==> src/rtl/alu_iter_pkg.sv <==
// Shared types and constants for the iterative multiply/shift unit.
package alu_iter_pkg;

    localparam int unsigned DEFAULT_WIDTH = 8;

    typedef enum logic [1:0] {
        OP_MUL = 2'b00,
        OP_SHL = 2'b01,
        OP_SHR = 2'b10,
        OP_SRA = 2'b11
    } opT;

    typedef enum logic [1:0] {
        IDLE = 2'b00,
        RUN  = 2'b01,
        DONE = 2'b10
    } stateT;

endpackage

==> src/rtl/alu_iter_step.sv <==
// Single combinational iteration: one shift-add multiply step or a one-bit shift.
module alu_iter_step
    import alu_iter_pkg::*;
#(
    parameter int unsigned WIDTH = DEFAULT_WIDTH
) (
    input  opT               op,
    input  logic [WIDTH-1:0] hCur,
    input  logic [WIDTH-1:0] lCur,
    input  logic [WIDTH-1:0] aVal,
    output logic [WIDTH-1:0] hNext,
    output logic [WIDTH-1:0] lNext,
    output logic             lastOut
);

    logic [WIDTH:0] sum;

    always_comb begin
        sum     = {1'b0, hCur};
        hNext   = hCur;
        lNext   = lCur;
        lastOut = 1'b0;
        case (op)
            OP_MUL: begin
                // Add A when the current multiplier bit is set, then shift {c,H,L} right.
                if (lCur[0]) begin
                    sum = {1'b0, hCur} + {1'b0, aVal};
                end
                hNext = sum[WIDTH:1];
                lNext = {sum[0], lCur[WIDTH-1:1]};
            end
            OP_SHL: begin
                lNext   = {lCur[WIDTH-2:0], 1'b0};
                lastOut = lCur[WIDTH-1];
            end
            OP_SHR: begin
                lNext   = {1'b0, lCur[WIDTH-1:1]};
                lastOut = lCur[0];
            end
            OP_SRA: begin
                lNext   = {lCur[WIDTH-1], lCur[WIDTH-1:1]};
                lastOut = lCur[0];
            end
            default: begin
                lastOut = 1'b0;
            end
        endcase
    end

endmodule

==> src/rtl/alu_iter_unit.sv <==
// Multi-cycle ALU back end: unsigned shift-add multiply or variable shift,
// one step per clock, with results held from Done until the next accepted Start.
module alu_iter_unit
    import alu_iter_pkg::*;
#(
    parameter int unsigned WIDTH = DEFAULT_WIDTH
) (
    input  logic             CLK,
    input  logic             Reset_n,
    input  logic             Start,
    input  logic [1:0]       Op,
    input  logic [WIDTH-1:0] OperandA,
    input  logic [WIDTH-1:0] OperandB,
    output logic             Busy,
    output logic             Done,
    output logic [WIDTH-1:0] Result_Hi,
    output logic [WIDTH-1:0] Result_Lo,
    output logic             Carry,
    output logic             Zero
);

    localparam int unsigned CNT_W = $clog2(WIDTH + 1);
    localparam int unsigned SH_W  = $clog2(WIDTH);

    stateT            state, nextState;
    opT               opReg, opNext;
    logic [WIDTH-1:0] aReg, aNext;
    logic [WIDTH-1:0] hReg, hNext;
    logic [WIDTH-1:0] lReg, lNext;
    logic [CNT_W-1:0] cnt, cntNext, launchCnt;

    logic             busyNext, doneNext, carryNext, zeroNext;
    logic [WIDTH-1:0] hiNext, loNext;

    logic [WIDTH-1:0] stepH, stepL;
    logic             stepOut;

    alu_iter_step #(
        .WIDTH (WIDTH)
    ) u_step (
        .op      (opReg),
        .hCur    (hReg),
        .lCur    (lReg),
        .aVal    (aReg),
        .hNext   (stepH),
        .lNext   (stepL),
        .lastOut (stepOut)
    );

    always_ff @(posedge CLK or negedge Reset_n) begin
        if (!Reset_n) begin
            state     <= IDLE;
            opReg     <= OP_MUL;
            aReg      <= '0;
            hReg      <= '0;
            lReg      <= '0;
            cnt       <= '0;
            Busy      <= 1'b0;
            Done      <= 1'b0;
            Result_Hi <= '0;
            Result_Lo <= '0;
            Carry     <= 1'b0;
            Zero      <= 1'b0;
        end else begin
            state     <= nextState;
            opReg     <= opNext;
            aReg      <= aNext;
            hReg      <= hNext;
            lReg      <= lNext;
            cnt       <= cntNext;
            Busy      <= busyNext;
            Done      <= doneNext;
            Result_Hi <= hiNext;
            Result_Lo <= loNext;
            Carry     <= carryNext;
            Zero      <= zeroNext;
        end
    end

    always_comb begin
        nextState = state;
        opNext    = opReg;
        aNext     = aReg;
        hNext     = hReg;
        lNext     = lReg;
        cntNext   = cnt;
        launchCnt = '0;
        hiNext    = Result_Hi;
        loNext    = Result_Lo;
        carryNext = Carry;
        zeroNext  = Zero;

        case (state)
            IDLE: begin
                if (Start) begin
                    opNext = opT'(Op);
                    aNext  = OperandA;
                    hNext  = '0;
                    if (opT'(Op) == OP_MUL) begin
                        lNext     = OperandB;
                        launchCnt = CNT_W'(WIDTH);
                    end else begin
                        lNext     = OperandA;
                        launchCnt = CNT_W'(OperandB[SH_W-1:0]);
                    end
                    cntNext = launchCnt;
                    // A zero-count shift finishes immediately with the operand unchanged.
                    if (launchCnt == '0) begin
                        nextState = DONE;
                        hiNext    = '0;
                        loNext    = OperandA;
                        carryNext = 1'b0;
                        zeroNext  = (OperandA == '0);
                    end else begin
                        nextState = RUN;
                    end
                end
            end
            RUN: begin
                hNext   = stepH;
                lNext   = stepL;
                cntNext = cnt - CNT_W'(1);
                if (cnt == CNT_W'(1)) begin
                    nextState = DONE;
                    if (opReg == OP_MUL) begin
                        hiNext    = stepH;
                        loNext    = stepL;
                        carryNext = (stepH != '0);
                    end else begin
                        hiNext    = '0;
                        loNext    = stepL;
                        carryNext = stepOut;
                    end
                    zeroNext = (hiNext == '0) && (loNext == '0);
                end
            end
            DONE: begin
                nextState = IDLE;
            end
            default: begin
                nextState = IDLE;
            end
        endcase

        busyNext = (nextState == RUN);
        doneNext = (nextState == DONE);
    end

endmodule

==> config.mk <==
export PLATFORM = sky130hd
export DESIGN_NAME = alu_iter_unit
export DESIGN_NICKNAME = d
export VERILOG_FILES = /design/src/rtl/alu_iter_pkg.sv /design/src/rtl/alu_iter_step.sv /design/src/rtl/alu_iter_unit.sv
export SDC_FILE = /design/constraint.sdc
export NUM_CORES = 1
export LEC_CHECK = 0
export ABC_AREA = 1
export CORE_ASPECT_RATIO = 2
export CORE_UTILIZATION = 50
export CTS_BUF_LIST = sky130_fd_sc_hd__clkbuf_8
export CTS_CLUSTER_DIAMETER = 30
export DETAILED_ROUTE_END_ITERATION = 10
export PLACE_DENSITY = 0.82
export SYNTH_ARGS = -nofsm -noshare
export SYNTH_HDL_FRONTEND = slang
export SYNTH_SLANG_ARGS = --single-unit
==> constraint.sdc <==
create_clock -name CLK -period 3.59 [get_ports CLK]
set_clock_uncertainty 0.1 [all_clocks]
set_input_delay 0.5385 -clock CLK [delete_from_list [all_inputs] [get_ports CLK]]
set_output_delay 0.5385 -clock CLK [all_outputs]
set_load 0.05 [all_outputs]
# After elaboration in Yosys (flattened, before gate mapping)
# Index checks and enable logic that the tools add are counted.
dict set report totals {
  elab_cells 78
  reg_bits 52
  in_bits 21
}
dict set report classes {
  mux 40
  eq_ne 10
  n_addsub 2
  n_reduce_logical 14
}
# operator n
set op_table {}
lappend op_table {{$mux 8} 15}
lappend op_table {{$pmux 8 s2} 4}
lappend op_table {{$pmux 8 s4} 1}
lappend op_table {{$logic_not 8->1} 3}
lappend op_table {{$mux 4} 4}
lappend op_table {{$add 8x8->9} 1}
lappend op_table {{$mux 9} 1}
lappend op_table {{$pmux 4 s2} 1}
lappend op_table {{$reduce_bool 8->1} 1}
lappend op_table {{$mux 1} 7}
lappend op_table {{$eq 2x1->1 const B} 3}
lappend op_table {{$eq 2x2->1 const B} 3}
lappend op_table {{$logic_not 2->1} 3}
lappend op_table {{$mux 2} 3}
lappend op_table {{$ne 2x2->1 const B} 3}
lappend op_table {{$pmux 1 s2} 3}
lappend op_table {{$eq 4x1->1 const B} 1}
lappend op_table {{$logic_not 4->1} 1}
lappend op_table {{$pmux 2 s2} 1}
lappend op_table {{$reduce_and 2->1} 2}
lappend op_table {{$reduce_and 4->1} 1}
lappend op_table {{$sub 4x1->4 const B} 1}
lappend op_table {{$reduce_bool 2->1} 1}
lappend op_table {{$reduce_or 2->1} 1}
lappend op_table {{$logic_and 1x1->1} 1}

# Logic depth before layout (Yosys ltp)
# Gate-level depths: netlist of run 1.
dict set report depth {
  ltp_word 10
  depth_mapped 13
  ltp_nobuf 13
}

# Cells and area by module
# Synthesis of run 1 repeated with hierarchy kept, for this count alone.
dict set report unflattened {
  cells_unflattened 415
  area_unflattened_um2 3139.3
}
# module cells_per_inst area_each_um2 instances
set modules_own_cells {}
lappend modules_own_cells {alu_iter_unit 281 2438.6 1}
lappend modules_own_cells {alu_iter_step 134 700.7 1}

# Worst setup path after synthesis of run 1
# No wires, ideal clock.
dict set report synth_path {
  path_kind {register -> register}
  startpoint {register aReg[0]}
  endpoint {register Carry}
  period_less_slack_ps 1967
  n_path_buf 0
  setup_ps 118
  arrival_ps 1749
  required_time_ps 3372
  stages_incl_launch_ff 11
  slack_ps 1623
  path_cell_list {dfrtp_1 ha_1 fa_1 o21ai_0 nand3_1 a21oi_1 nand2_1 a21oi_1 nand3_1 nand2_1 nand2_1}
}
dict set report synth_via {
  elab_chain_len 7
}
# item line
set synth_lines {}
lappend synth_lines {{start, declared} alu_iter_unit.sv:27} ;# logic [WIDTH-1:0] aReg, aNext;
lappend synth_lines {{start signal, assigned} alu_iter_unit.sv:67} ;# aReg <= aNext;
lappend synth_lines {{$add 8x8->9} alu_iter_step.sv:27} ;# sum = {1'b0, hCur} + {1'b0, aVal};
lappend synth_lines {{$mux 9} alu_iter_step.sv:26} ;# if (lCur[0]) begin
lappend synth_lines {{$mux 8} alu_iter_step.sv:23} ;# case (op)
lappend synth_lines {{$reduce_bool 8->1} alu_iter_unit.sv:128} ;# carryNext = (stepH != '0);
lappend synth_lines {{$mux 1} alu_iter_unit.sv:125} ;# if (opReg == OP_MUL) begin
lappend synth_lines {{$mux 1} alu_iter_unit.sv:123} ;# if (cnt == CNT_W'(1)) begin
lappend synth_lines {{$pmux 1 s2} alu_iter_unit.sv:93} ;# case (state)
lappend synth_lines {{end signal, assigned} alu_iter_unit.sv:75} ;# Carry <= carryNext;
lappend synth_lines {{end, declared} alu_iter_unit.sv:18} ;# output logic Carry,
# Every way passes these cells. The select of a mux whose other input is x is not followed.
# A chain may end at the register's enable or synchronous reset.

# Worst setup path after layout of run 1
dict set report layout_path {
  startpoint {register hReg[0]}
  endpoint {register Zero}
}
dict set report layout_via {
  elab_chain_len 10
  elab_cells_between_ends 14
  classes_between {1 x add/sub; 10 x mux; 3 x reduce/logical}
}
# item line
set layout_lines {}
lappend layout_lines {{start, declared} alu_iter_unit.sv:28} ;# logic [WIDTH-1:0] hReg, hNext;
lappend layout_lines {{start signal, assigned} alu_iter_unit.sv:68} ;# hReg <= hNext;
lappend layout_lines {{$add 8x8->9} alu_iter_step.sv:27}
lappend layout_lines {{$mux 9} alu_iter_step.sv:26}
lappend layout_lines {{$mux 8} alu_iter_step.sv:23}
lappend layout_lines {{$mux 8} alu_iter_unit.sv:125}
lappend layout_lines {{$mux 8} alu_iter_unit.sv:123}
lappend layout_lines {{$mux 8} alu_iter_unit.sv:93}
lappend layout_lines {{$logic_not 8->1} alu_iter_unit.sv:134} ;# zeroNext = (hiNext == '0) && (loNext == '0);
lappend layout_lines {{$logic_and 1x1->1 (*)} alu_iter_unit.sv:134}
lappend layout_lines {{$mux 1 (*)} alu_iter_unit.sv:123}
lappend layout_lines {{$pmux 1 s2 (*)} alu_iter_unit.sv:93}
lappend layout_lines {{end signal, assigned} alu_iter_unit.sv:76} ;# Zero <= zeroNext;
lappend layout_lines {{end, declared} alu_iter_unit.sv:19} ;# output logic Zero
# Mark *: on every way between the ends. The rest lies on a longest branch, timed or not. The select of a mux whose other input is x is not followed.

==> impl_metrics.sql, run 1 <==
INSERT INTO impl_metrics (metric_group, metric, value, unit) VALUES
('run_status', 'run_status', 'finished with violations', ''),
('run_status', 'violations_in_the_final_reports', 'design-rule violations', ''),
('final_layout', 'mostFrequentLayoutCell', 'sky130_fd_sc_hd__nand2_1', ''),
('final_layout', 'fraction_of_final_layout_cells_with_drive_strength_greater_than_1', '7.127', '%'),
('power_and_ir_drop', 'cellInternalPower', '0.001848', 'W'),
('setup_path', 'crit_path_start_kind', 'register', ''),
('setup_path', 'crit_required', '3.69', 'ns'),
('setup_path', 'r2r_setup_slack', '1.31', 'ns'),
('setup_path', 'endpoint_kind', 'register', ''),
('global_route', 'grt_pass1_vias', '2948', ''),
('drt', 'detail_route.wl_per_cell', '16.57', 'um'),
('timing', 'post-route-min-period', '2.279', 'ns'),
('final_layout', 'n_antenna_cell', '0', ''),
('drt', 'via_count', '2985', ''),
('cts', 'clkTransAtPathRegs', '0.10', 'ns'),
('synthesis', 'syn_area', '3060', 'um2'),
('setup_path', 'critPathCapture', 'Zero', ''),
('final_layout', 'sequential_cell_area', '1301', 'um2'),
('power_and_ir_drop', 'net-switching-power', '0.002123', 'W'),
('synthesis', 'synth_top_family_by_area', 'simple AND/OR/NAND/NOR gates', ''),
('final_layout', 'layout-area-overhead-vs-synth', '17.78', '%'),
('timing', 'slew_violations', '0', ''),
('floorplan', 'die-area', '6457', 'um2'),
('synthesis', 'synth-compound-area-share', '18.27', '%'),
('timing', 'maxClockFrequency', '438.8', 'MHz'),
('floorplan', 'start_util', '51.39', '%'),
('synthesis', 'synth-adder-area-share', '4.742', '%'),
('floorplan', 'y_dimension_of_the_die', '112.6', 'um'),
('power_and_ir_drop', 'power.share.switching', '53.47', '%'),
('job', 'cap_violations', '0', ''),
('setup_path', 'crit_start', 'hReg[0]', ''),
('final_layout', 'commonest_non_fill_non_tap_cells_in_the_layout', 'sky130_fd_sc_hd__nand2_1, sky130_fd_sc_hd__dfrtp_1, sky130_fd_sc_hd__inv_1', ''),
('floorplan', 'chipWidth', '57.32', 'um'),
('synthesis', 'synth-xor-area-share', '0', '%'),
('drt', 'first_iter_violations', '123', ''),
('power_and_ir_drop', 'share_seq_of_total_power', '27.9', '%'),
('cts', 'post_cts_resized', '0', ''),
('global_route', 'grt_antenna_before_repair', '0', ''),
('setup_path', 'cp_top_family', 'compound AO/OA/AOI/OAI gates', ''),
('timing', 'layout_worst_path_cycle_share', '63.47', '%'),
('floorplan', 'row_count', '40', ''),
('global_route', 'grt.overflow.total', '0', ''),
('power_and_ir_drop', 'comb_power_share', '63.3', '%'),
('power_and_ir_drop', 'power.clock.fraction', '8.9', '%'),
('synthesis', 'seq_area_frac_synth', '42.52', '%'),
('setup_path', 'timing.critical_path.arrival', '2.38', 'ns'),
('setup_path', 'cp.depth', '10', ''),
('final_layout', 'multi_input_comb_area', '1495', 'um2'),
('synthesis', 'synth_cell_types', '30', ''),
('synthesis', 'synth_simple_gate_area_share', '25.84', '%'),
('cts', 'post_cts_buffers', '0', ''),
('timing', 'final.setup.tns', '0', 'ns'),
('synthesis', 'post_synth.cell_area_avg', '7.501', 'um2'),
('drt', 'number_of_remaining_drc_errors', '2', ''),
('timing', 'rsz0062_at_grt', 'no', ''),
('power_and_ir_drop', 'totalPowerFinal', '0.003970', 'W'),
('floorplan', 'core', '5956', 'um2'),
('drt', 'vias_per_cell', '5.830', ''),
('setup_path', 'critical_path.slowest_cell', 'sky130_fd_sc_hd__fa_1', ''),
('cts', 'h-tree-depth', '2', ''),
('cts', 'cts_hold_buf', '0', ''),
('setup_path', 'timing.critical_path.fanout_max', '4', ''),
('synthesis', 'number_of_synthesized_register_bits', '52', ''),
('setup_path', 'r2r_cells', '10', ''),
('drt', 'number_of_antenna_violating_nets_in_the_routed_design', '0', ''),
('power_and_ir_drop', 'p_per_area', '1101', 'nW/um2'),
('cts', 'insertion_delay', '0.32', 'ns'),
('cts', 'clock_sinks', '52', ''),
('timing', 'tightestPinTransition', '0.6108', 'ns'),
('synthesis', 'netlist_instances', '408', ''),
('setup_path', 'critical_path.cell_chain', 'ha_1 > fa_1 > a21oi_1 > o21ai_0 > a21oi_1 > nor2_1 > nand3_1 > nor2_1 > nand3_1 > a21oi_2', '');
## sequential cells by signal, indices dropped and copies added (netlist names), 2 cells and up
signal and count:
aReg 8, Result_Lo 8, state 2, hReg 8, opReg 2, lReg 8
Result_Hi 8, cnt 4
## synth_stat cells (all sizes together), types with 3 or more instances
library cell / count / share of area [%]
inv: 52 / 6.4
clkbuf: 7 / 0.86
nor4: 3 / 0.61
dfrtp: 52 / 43
o211ai: 6 / 1.5
a31oi: 9 / 1.8
buf: 6 / 1.4
ha: 10 / 4.1
o221ai: 4 / 1.1
a32o: 3 / 0.98
nand3: 35 / 5.7
nand2: 119 / 15
a21oi: 24 / 4.4
o21ai: 42 / 6.9
nor2: 26 / 3.8
## logic make-up (layout without fill, tap and decap cells)
logic type,count (synthesis),count (layout)
AO/OA/AOI/OAI,94,94
adder cells (fa/ha/maj),11,11
buffers and inverters,65,106
flip-flops,52,52
AND/OR/NAND/NOR,186,186
## final cells by class
type / count / area share [%]
Sequential cell: 52 / 36.10
Timing Repair Buffer: 46 / 12.22
Clock buffer: 6 / 2.291
Clock inverter: 2 / 0.3124
Multi-Input combinational cell: 291 / 41.48
Inverter: 52 / 5.415
Tap cell: 63 / 2.187
## worst min-delay path by stage
| stage | startpoint | endpoint | slack [ns] |
|---|---|---|---|
| 4_1_cts | Reset_n | Done | 0.13 |
| 5_1_grt | Reset_n | Done | 0.15 |
| 3_5_place_dp | Result_Hi[6] | Result_Hi[6] | 0.38 |
| 6_report | Reset_n | Result_Hi[1] | 0.12 |
| 2_1_floorplan | Reset_n | Busy | 0.14 |
| 3_3_place_gp | Carry | Carry | 0.38 |
## metrics by stage
step / util [%] / hold slack [ns] / std cells / worst slack (ns) / instance area, um2
finish: 60.53 / 0.1151 / 512 / 1.311 / 3605
global route: 60.53 / 0.1542 / 512 / 1.181 / 3605
CTS: 60.53 / 0.1302 / 512 / 1.300 / 3605
detailed placement: 58.95 / 0.3811 / 504 / 1.129 / 3511
global placement: 58.95 / 0.3770 / 504 / 1.199 / 3511
floorplan: - / 0.1429 / 408 / 1.623 / 3060
## per-layer routing
metal | vias up | wire (um) | global-route usage (%)
met4 | 0 | 603 | 20.00
met2 | 114 | 4540 | 53.57
met3 | 34 | 312 | 3.111
li1 | 1438 | - | -
met1 | 1399 | 3028 | 31.71
met5 | - | 0 | 0
## power by group through the flow
stage	clock network, W	registers [W]	logic (W)
floorplan	0	0.00140	0.00147
global placement	0	0.00111	0.00241
detailed placement	0	0.00111	0.00248
CTS	0.000354	0.00110	0.00249
global route	0.000380	0.00114	0.00279
finish	0.000351	0.00111	0.00251
(Power assumes the default switching activity.)
==> run 2: changes to the inputs <==
- clock period: 3.59 -> 2.2 ns (I/O delays scaled with it)
==> run 2 against run 1 <==
The flow finishes with violations (design-rule violations, negative setup slack). Via count increased by 3.0%. Utilization grew 2.2 points. Critical path depth increased by 1. Hold slack got worse by 0.10 ns. Register-to-register slack lost 1.3 ns. Critical endpoint unchanged. Total power grew 70%. Clock power up 71%. Largest cell class unchanged. Sequential cell count unchanged. Highest routed layer unchanged. Die area is the same.
==> impl_metrics.sql, run 2 (synthesis gave the netlist of run 1 again) <==
INSERT INTO impl_metrics (metric_group, metric, value, unit) VALUES
('setup_path', 'crit_path_start_kind', 'register', ''),
('setup_path', 'cp.depth', '11', ''),
('timing', 'tightestPinTransition', '0.6543', 'ns'),
('timing', 'maxClockFrequency', '452.5', 'MHz'),
('power_and_ir_drop', 'power.share.switching', '52.77', '%'),
('power_and_ir_drop', 'cellInternalPower', '0.003193', 'W'),
('drt', 'detailedRoute.firstPassIterationCount', '7', ''),
('min_path', 'worst_hold_path_type', 'in -> async', ''),
('setup_path', 'cp.buffers_inverters', '1', ''),
('cts', 'cts_tree', 'built', ''),
('cts', 'total_cts_buffers', '5', ''),
('final_layout', 'fraction_of_final_layout_cells_with_drive_strength_greater_than_1', '11.28', '%'),
('run_status', 'run_status', 'finished with violations', ''),
('final_layout', 'layout-area-overhead-vs-synth', '22.12', '%'),
('drt', 'detail_route.wl_per_cell', '16.78', 'um'),
('global_route', 'grt_pass1_vias', '3015', ''),
('place', 'routabilityCongestion', '0.9664', ''),
('timing', 'fin_ws', '-0.009838', 'ns'),
('power_and_ir_drop', 'comb_power_share', '64.5', '%'),
('setup_path', 'cp_top_family', 'simple AND/OR/NAND/NOR gates', ''),
('power_and_ir_drop', 'share_seq_of_total_power', '26.6', '%'),
('timing', 'max_slew_margin', '56.38', '%'),
('drt', 'dr.max_layer_used', 'met4', ''),
('drt', 'routed_wirelength', '8794', 'um'),
('floorplan', 'start_util', '51.39', '%'),
('floorplan', 'row_count', '40', ''),
('timing', 'report.final.hold_viol_count', '0', ''),
('cts', 'clkTransAtPathRegs', '0.10', 'ns'),
('setup_path', 'cpPeakStageDelay', '0.41', 'ns'),
('drt', 'wl_met3', '336', 'um'),
('floorplan', 'y_dimension_of_the_die', '112.6', 'um'),
('timing', 'post-route-min-period', '2.210', 'ns'),
('global_route', 'grt_start_max_net_pins', '53', ''),
('place', 'post-dp-hpwl', '6765', 'um'),
('final_layout', 'final_design_area_no_fill', '3737', 'um2'),
('timing', 'slew_violations', '0', ''),
('power_and_ir_drop', 'power.static_leakage', '1.804', 'nW'),
('setup_path', 'timing.setup.critical_path_class', 'reg -> reg', ''),
('cts', 'root_buffer', 'sky130_fd_sc_hd__clkbuf_8', ''),
('drt', 'via_count', '3074', ''),
('setup_path', 'critical_path.cell_chain', 'ha_2 > fa_2 > inv_2 > nand2_2 > o211ai_1 > nand3_1 > nor2_1 > nand3_1 > nor2_2 > nand3_2 > a21oi_2', ''),
('final_layout', 'commonest_non_fill_non_tap_cells_in_the_layout', 'sky130_fd_sc_hd__nand2_1, sky130_fd_sc_hd__dfrtp_1, sky130_fd_sc_hd__inv_1', ''),
('power_and_ir_drop', 'net-switching-power', '0.003568', 'W'),
('cts', 'h-tree-depth', '2', ''),
('final_layout', 'finish.net_count', '492', ''),
('global_route', 'first_pass_grt_wire_length', '14170', 'um'),
('place', 'detailed_place.area', '3583', 'um2'),
('setup_path', 'timing.critical_path.fanout_max', '2', ''),
('setup_path', 'timing.critical_path.arrival', '2.37', 'ns'),
('final_layout', 'fin_util', '62.75', '%'),
('timing', 'setup_viol_count_final', '1', ''),
('floorplan', 'num_io_pins', '41', ''),
('final_layout', 'mostFrequentLayoutCell', 'sky130_fd_sc_hd__nand2_1', ''),
('setup_path', 'crit_required', '2.36', 'ns'),
('setup_path', 'endpoint_kind', 'register', ''),
('cts', 'cts_hold_buf', '0', ''),
('power_and_ir_drop', 'p_per_area', '1809', 'nW/um2'),
('cts', 'clock_sinks', '52', ''),
('floorplan', 'chipWidth', '57.32', 'um'),
('timing', 'final.setup.tns', '-0.009838', 'ns'),
('setup_path', 'crit_top_cell', 'sky130_fd_sc_hd__nand3_1', ''),
('timing', 'layout_worst_path_cycle_share', '100.4', '%'),
('global_route', 'track_usage', '29.42', '%'),
('global_route', 'grt_antenna_before_repair', '0', ''),
('timing', 'rsz0062_at_grt', 'yes', ''),
('drt', 'number_of_antenna_violating_nets_in_the_routed_design', '0', ''),
('final_layout', 'filler_cell_count', '533', ''),
('setup_path', 'r2r_cells', '11', ''),
('drt', 'length_of_routed_wiring_on_met1', '2982', 'um'),
('global_route', 'grt.overflow.total', '0', ''),
('cts', 'clockBufferDepth', '2', ''),
('drt', 'first_iter_violations', '179', ''),
('power_and_ir_drop', 'power.clock.fraction', '8.9', '%'),
('cts', 'insertion_delay', '0.32', 'ns'),
('floorplan', 'core', '5956', 'um2'),
('run_status', 'violations_in_the_final_reports', 'design-rule violations, negative setup slack', ''),
('power_and_ir_drop', 'power.ir.vdd_worst', '0.001111', 'V'),
('drt', 'met2WireLength', '4790', 'um'),
('drt', 'number_of_remaining_drc_errors', '2', ''),
('drt', 'vias_per_cell', '5.866', ''),
('job', 'cap_violations', '0', ''),
('final_layout', 'n_antenna_cell', '0', ''),
('floorplan', 'die-area', '6457', 'um2'),
('setup_path', 'critical_path.slowest_cell', 'sky130_fd_sc_hd__dfrtp_1', ''),
('place', 'io_buffer_count', '40', '');
## run 2: layer usage
| metal | track usage, % | vias up |
|---|---|---|
| li1 | - | 1467 |
| met3 | 3.456 | 43 |
| met2 | 54.20 | 115 |
| met5 | 0 | - |
| met4 | 23.09 | 0 |
| met1 | 28.16 | 1449 |
## run 2: power groups by stage
| stage | Combinational, W | Sequential (W) | Clock (W) |
|---|---|---|---|
| 2_1_floorplan | 0.00239 | 0.00228 | 0 |
| 3_3_place_gp | 0.00410 | 0.00179 | 0 |
| 3_5_place_dp | 0.00420 | 0.00180 | 0 |
| 4_1_cts | 0.00422 | 0.00179 | 0.000606 |
| 5_1_grt | 0.00477 | 0.00185 | 0.000637 |
| 6_report | 0.00436 | 0.00180 | 0.000599 |
## run 2: worst paths after layout
check                              from            to  slack, ns
min in group CLK                  Carry         Carry       0.39
worst min register to register    Carry         Carry       0.39
worst min-delay path            Reset_n  Result_Hi[3]       0.01
max in group asynchronous       Reset_n          Busy       1.54
worst max-delay path            hReg[0]          Zero      -0.01
worst max register to register  hReg[0]          Zero      -0.01
## run 2: area by class of cell
class | count | area, um2 | share of cell area, %
inverters | 52 | 195.2 | 5.223
repair buffers | 58 | 543.0 | 14.53
clock inverters | 2 | 13.76 | 0.3683
clock buffers | 6 | 82.58 | 2.210
well taps | 63 | 78.83 | 2.109
flip-flops and latches | 52 | 1301 | 34.82
multi-input cells | 291 | 1523 | 40.74
## run 2: stage by stage
step | cells | total power, W | setup slack [ns] | hold slack, ns
after floorplan | 408 | 0.004677 | 0.2331 | -0.06559
after global placement | 512 | 0.005887 | -0.03029 | 0.3719
after detailed placement | 512 | 0.005998 | -0.09184 | 0.3644
after CTS | 520 | 0.006613 | 0.03860 | 0.02989
after global routing | 524 | 0.007260 | -0.1505 | 0.07376
final | 524 | 0.006761 | -0.009838 | 0.01023
## run 2: repair_timing
| action | 4_1_cts | 5_1_grt |
|---|---|---|
| setup buffers | 0 | 4 |
| endpoints found under the setup margin | 2 | 2 |
| pin swaps | 0 | 5 |
| gates resized for setup | 2 | 6 |
